===== config.mk =====
export PLATFORM = sky130hd
export DESIGN_NAME = store_unit
export DESIGN_NICKNAME = d
export VERILOG_FILES = /design/src/rtl/mips_pkg.sv /design/src/rtl/store_lane_align.sv /design/src/rtl/store_unit.sv
export SDC_FILE = /design/constraint.sdc
export NUM_CORES = 1
export LEC_CHECK = 0
export ABC_AREA = 0
export CORE_ASPECT_RATIO = 2
export CORE_MARGIN = 4
export CORE_UTILIZATION = 52
export CTS_BUF_LIST = sky130_fd_sc_hd__clkbuf_2
export DETAILED_ROUTE_END_ITERATION = 6
export PLACE_DENSITY_LB_ADDON = 0.05
export SLEW_MARGIN = 5
export SYNTH_ARGS = -nofsm -noshare
export SYNTH_HDL_FRONTEND = slang
export SYNTH_SLANG_ARGS = --single-unit

===== constraint.sdc =====
create_clock -name clk -period 3.5 [get_ports clk]
set_clock_uncertainty 0.1 [all_clocks]
set_input_delay 0.525 -clock clk [delete_from_list [all_inputs] [get_ports clk]]
set_output_delay 0.525 -clock clk [all_outputs]
set_load 0.05 [all_outputs]

===== src/rtl/mips_pkg.sv =====
// rtl/mips_pkg.sv - shared widths, store size encodings and the queued store entry type
package mips_pkg;

  localparam int DATA_WIDTH = 32;
  localparam int ADDR_WIDTH = 32;
  localparam int BE_W       = DATA_WIDTH / 8;

  localparam logic [1:0] SIZE_BYTE = 2'b00;
  localparam logic [1:0] SIZE_HALF = 2'b01;
  localparam logic [1:0] SIZE_WORD = 2'b10;
  localparam logic [1:0] SIZE_RSVD = 2'b11;

  typedef struct packed {
    logic [ADDR_WIDTH-1:0] addr;
    logic [DATA_WIDTH-1:0] wdata;
    logic [BE_W-1:0]       be;
  } store_entry_t;

endpackage


===== src/rtl/store_lane_align.sv =====
// rtl/store_lane_align.sv - combinational SB/SH/SW lane packer and byte-enable generator
// MISALIGN_EXC_EN: flag misaligned halves/words and the reserved size instead of ignoring them
module store_lane_align
  import mips_pkg::*;
(
  input  logic [1:0]            size_i,
  input  logic [1:0]            addr_lo_i,
  input  logic [DATA_WIDTH-1:0] data_i,
  output logic [DATA_WIDTH-1:0] wdata_o,
  output logic [BE_W-1:0]       be_o,
  output logic                  misaligned_o
);

  // Word and reserved sizes fall through to the full-lane default.
  always_comb begin
    wdata_o      = data_i;
    be_o         = 4'b1111;
    misaligned_o = 1'b0;
    case (size_i)
      SIZE_BYTE: begin
        wdata_o = {4{data_i[7:0]}};
        be_o    = 4'b0001 << addr_lo_i;
      end
      SIZE_HALF: begin
        wdata_o = {2{data_i[15:0]}};
        be_o    = addr_lo_i[1] ? 4'b1100 : 4'b0011;
      end
      default: ;
    endcase
`ifdef MISALIGN_EXC_EN
    case (size_i)
      SIZE_HALF: misaligned_o = addr_lo_i[0];
      SIZE_WORD: misaligned_o = |addr_lo_i;
      SIZE_RSVD: misaligned_o = 1'b1;
      default:   misaligned_o = 1'b0;
    endcase
`endif
  end

endmodule


===== src/rtl/store_unit.sv =====
// rtl/store_unit.sv - packs MEM-stage stores into lanes and drains them in order to data memory
// Misaligned-store rejection is controlled by MISALIGN_EXC_EN inside store_lane_align.
module store_unit
  import mips_pkg::*;
#(
  parameter int DEPTH = 2
) (
  input  logic                  clk,
  input  logic                  rst_n,
  input  logic                  st_valid,
  output logic                  st_ready,
  input  logic [ADDR_WIDTH-1:0] st_addr,
  input  logic [DATA_WIDTH-1:0] st_data,
  input  logic [1:0]            st_size,
  output logic                  mem_req,
  input  logic                  mem_ack,
  output logic [ADDR_WIDTH-1:0] mem_addr,
  output logic [DATA_WIDTH-1:0] mem_wdata,
  output logic [BE_W-1:0]       mem_be,
  output logic                  misalign_exc,
  output logic                  empty
);

  localparam int PTR_W = $clog2(DEPTH);
  localparam logic [PTR_W:0] PTR_ONE = {{PTR_W{1'b0}}, 1'b1};

  store_entry_t           fifo_q [DEPTH];
  logic [PTR_W:0]         wr_ptr_q, wr_ptr_d;
  logic [PTR_W:0]         rd_ptr_q, rd_ptr_d;
  logic                   exc_q, exc_d;
  logic                   full, accept, push, pop;
  logic [DATA_WIDTH-1:0]  pk_wdata;
  logic [BE_W-1:0]        pk_be;
  logic                   pk_mis;
  store_entry_t           head;

  store_lane_align u_align (
    .size_i       (st_size),
    .addr_lo_i    (st_addr[1:0]),
    .data_i       (st_data),
    .wdata_o      (pk_wdata),
    .be_o         (pk_be),
    .misaligned_o (pk_mis)
  );

  assign full     = (wr_ptr_q[PTR_W-1:0] == rd_ptr_q[PTR_W-1:0]) &&
                    (wr_ptr_q[PTR_W] != rd_ptr_q[PTR_W]);
  assign empty    = (wr_ptr_q == rd_ptr_q);
  assign st_ready = !full;
  assign accept   = st_valid && st_ready;
  // A rejected store still completes its handshake; it just never enters the queue.
  assign push     = accept && !pk_mis;
  assign pop      = !empty && mem_ack;

  always_comb begin
    wr_ptr_d = wr_ptr_q;
    rd_ptr_d = rd_ptr_q;
    exc_d    = accept && pk_mis;
    if (push) wr_ptr_d = wr_ptr_q + PTR_ONE;
    if (pop)  rd_ptr_d = rd_ptr_q + PTR_ONE;
  end

  always_ff @(posedge clk) begin
    if (!rst_n) begin
      wr_ptr_q <= '0;
      rd_ptr_q <= '0;
      exc_q    <= 1'b0;
      for (int i = 0; i < DEPTH; i++) fifo_q[i] <= '0;
    end else begin
      wr_ptr_q <= wr_ptr_d;
      rd_ptr_q <= rd_ptr_d;
      exc_q    <= exc_d;
      if (push) begin
        fifo_q[wr_ptr_q[PTR_W-1:0]] <= '{addr:  {st_addr[ADDR_WIDTH-1:2], 2'b00},
                                         wdata: pk_wdata,
                                         be:    pk_be};
      end
    end
  end

  // Storage is cleared on reset, so the head view reads all-zero until the first push.
  assign head         = fifo_q[rd_ptr_q[PTR_W-1:0]];
  assign mem_req      = !empty;
  assign mem_addr     = head.addr;
  assign mem_wdata    = head.wdata;
  assign mem_be       = head.be;
  assign misalign_exc = exc_q;

endmodule

; Word-level counts from Yosys, hierarchy flattened
; Memory sizes are Yosys's and may differ from the RTL's. A register that Yosys moved wholly into a read port is not among the register bits.
; Index checks and enable logic that the tools add are counted.
[word_totals]
n_memories = 1
in_bits = 70
output_inout_bits = 72
register_bits = 4
ramBits = 132
wordCells = 29
[op_classes]
addsub = 2
n_reduce_logical = 7
n_shift = 1
eq_ne = 4
muxes = 12
[mem_list]
columns = memory, words, width, rd, rd_ports_with_merged_regs, write_ports, line
row1 = fifo_q, 2, 66, 1, 1, 2, store_unit.sv:27  ; store_entry_t fifo_q [DEPTH];
[ops]
columns = operator, count
row1 = $mux W66, 1
row2 = $reduce_or A66 Y1, 1
row3 = $pmux W32 S2, 1
row4 = $mux W1, 8
row5 = $pmux W4 S2, 1
row6 = $add A2 B1 Y2 const B, 2
row7 = $mux W4, 1
row8 = $shl A1 B2 Y4 const A, 1
row9 = $logic_and A1 B1 Y1, 3
row10 = $eq A2 B1 Y1 const B, 1
row11 = $eq A2 B2 Y1, 1
row12 = $logic_not A1 Y1, 2
row13 = $logic_not A2 Y1, 1
row14 = $eq A1 B1 Y1, 1
row15 = $ne A1 B1 Y1, 1

; Longest topological paths before layout
[logic_depth]
ltp_word = 9
ltp_mapped = 6
depth_no_buf = 3

; Cells and area by module
; From an unflattened synthesis, not the netlist that was laid out.
[hier_totals]
hier_cells = 531
area_unflattened_um2 = 6518.8
[by_module_without_submodules]
columns = mod, instances, cells_each, seq_area_each_um2, area_per_inst_um2
row1 = store_unit, 1, 469, 4083.9, 5975.7
row2 = store_lane_align, 1, 62, 0.0, 543.0

; Least setup slack after synthesis
; Ideal clock, no wire load.
[synth_path]
path_type = input -> register
start = input st_valid
end = memory fifo_q[1][0] (netlist bit) (enable)
path_buffers = 0
cell_stages = 3
arrival_time_ns = 2.271
setup_slack_ns = 0.703
path_cell_list = and2_0 -> o21ai_0 -> nand2_1
[synth_lines]
columns = item, line
row1 = "start, declared", store_unit.sv:10  ; input logic st_valid,
row2 = "end, declared", store_unit.sv:27

==> reports/metrics.yaml <==
worst_hold_path:
  min-delay-start: "st_addr[10]"
  worstHoldPathCells: 2
  min_to: "fifo_q[1][44]"
  hp-class: "in -> reg"
setup_path:
  cp-start-kind: "flop"
  r2r_slack_ns: 1.38
  arrival_ns: 2.58
  max_stage_delay_ns: 0.70
  path_class: "reg -> out"
  worstPathBufferInverterCount: 2
  reg2reg_depth: 4
  crit_chain: "buf_4 -> mux2_2 -> clkdlybuf4s50_1"
  setup.worst_path.end_class: "primary output"
  r2r_start: "rd_ptr_q[1]"
  critical_path.slowest_cell: "clkdlybuf4s50_1"
  crit_family: "buffers and inverters"
  required_ns: 2.87
  r2r_end: "fifo_q[0][19]"
  crit_fanout: 22
timing:
  finalSetupViolations: 0
  grt_setup_unrepaired: "no"
  relSlewSlack: 0.599
  fin_crit_ns: 3.20
  tightest_slew_ns: 0.600
  min_period_over_period: 0.915
  fin_tns_setup_ns: 0
  drv_slew: 0
  setup_ws_ns: 0.299
  fmax_ghz: 0.312
  finalHoldViolations: 0
yosys:
  syn_area_sq_um: 6320
  ys_seq_area_frac: 0.643
  syn_inst: 438
  synth-async-reset-ratio: 0
  ys_types: 34
  synth_edf_count: 132
  ys_ff_latch: 137
  ys_warn_count: 0
  ys.flop_type: "edfxtp_1"
  avgSynthCellArea_sq_um: 14.4
placement:
  dpl.hpwl_microns: 9560
  place.gp.congestion: 0.785
  post-place-ws_ns: 0.781
  io_buffers: 138
route:
  ant_nets: 0
  drt-total-wl_microns: 13800
  drtIter0Drc: 156
  vias: 3892
  routed_via_density: 5.27
  wl_per_cell_microns: 18.7
  drc: 0
  firstDrtPassIters: 4
cells_and_area:
  nets: 650
  final_cell_mix: "clkdlybuf4s50_1, edfxtp_1, mux2_2"
  layout_commonest_cell: "clkdlybuf4s50_1"
  fillers: 881
  area_growth_pct: 28.3
  drive_above_1_share: 0.251
floorplan:
  coreArea_sq_um: 11800
  rows: 56
  die_x_microns: 86.0
  io_pins: 142
  initial_utilization: 0.534
  fp.dieH_microns: 164
  die_area_sq_um: 14100
job:
  drv_cap: 0
global_route:
  grt_max_degree: 42
  grt_pass1_wl_microns: 21300
  antenna_found_initial: 1
  grt_pass1_vias: 4204
  gr-total-overflow: 0
  track_usage: 0.202
clock_tree:
  clk_pin_slew_ns: 0.22
  numCtsBuffers: 17
  cts_buffer_depth: 2
  ctsRootBufferMaster: "clkbuf_2"
  postCtsResizedCells: 0
  clock_sinks: 137
  clk_latency_ns: 0.63
  cts_tree: "yes"
  h-tree-depth: 4
power_and_ir_drop:
  powerDensity_nw_per_um2: 492
  leakagePower_nw: 3.13
  ir_worst_vdd_uv: 370
outcome:
  status: "complete, no violations"
## routing by layer
metal | share of wire | wire (microns) | vias up | global-route usage
met1 | 0.36 | 5020 | 1906 | 0.210
met2 | 0.58 | 7960 | 113 | 0.388
met3 | 0.046 | 642 | 18 | 0.0422
li1 | - | - | 1855 | -
met5 | 0 | 0 | - | 0
met4 | 0.015 | 206 | 0 | 0.0713
## registers in the layout, summed over array words and instances, names as in the netlist, named ones only
signal / count
fifo_q: 132
rd_ptr_q: 2
wr_ptr_q: 2
## final cells by class
class	instances	area (sq um)	share of cell area
inverter	4	15.0	0.00185
sequential	137	4070	0.501
multi-input combinational	271	2090	0.258
clock inverter	13	148	0.0182
timing repair buffer	149	1510	0.187
tap	145	181	0.0224
antenna	1	2.50	0.000308
clock buffer	19	95.1	0.0117
## cells by family after synthesis
logic type / after synthesis / synth area share
DFF: 137 / 0.643
other: 1 / 0.000593
buffers and inverters: 32 / 0.0309
AOI/OAI and AO/OA: 17 / 0.0182
and+or+nand+nor: 147 / 0.128
xor gates and xnor gates: 3 / 0.00534
muxes: 101 / 0.175
## synth_stat cells, types with 2 or more instances
cell        n  area [sq um]
a21boi_0    2          15.0
a21oi_1     7          35.0
and2_1     54           338
and2_2      8          60.1
and2_4     14           123
buf_2       6          30.0
buf_4       8          60.1
buf_6       2          22.5
buf_8       2          30.0
clkbuf_1    9          33.8
dfxtp_1     5           100
edfxtp_1  132          3960
inv_1       4          15.0
mux2_2     74           833
mux2i_1    27           270
nand2_1     5          18.8
nor2_1     58           218
o211ai_2    2          25.0
o21ai_0     4          20.0
## worst max path at each step
stage / from / to / depth (start not counted)
floorplan: st_valid / fifo_q[1][0] / 3
global placement: flop / mem_addr[15] / 3
detailed placement: flop / mem_addr[17] / 3
CTS: flop / mem_addr[17] / 3
global route: flop / mem_addr[17] / 3
finish: flop / mem_addr[17] / 3
## power breakdown
part	internal, mW	total, mW	switching (mW)
clock network	0.339	0.915	0.576
registers	1.95	2.00	0.0527
logic	0.416	1.07	0.658
## through the flow
step	cell area [sq um]	total power, mW	hold slack, ns	utilization	std cells
after floorplan	6330	2.73	0.438	-	440
after global placement	7850	3.10	0.459	0.663	705
after detailed placement	7850	3.12	0.483	0.663	705
after CTS	8090	4.02	0.376	0.683	737
after global routing	8110	4.16	0.348	0.685	739
final	8110	3.99	0.441	0.685	739
## timing repair
item,CTS,global route
endpoints found under the hold margin,0,0
hold buffers,0,0
setup endpoints to repair,0,27
setup buffers,0,1
(Power assumes the default switching activity.)
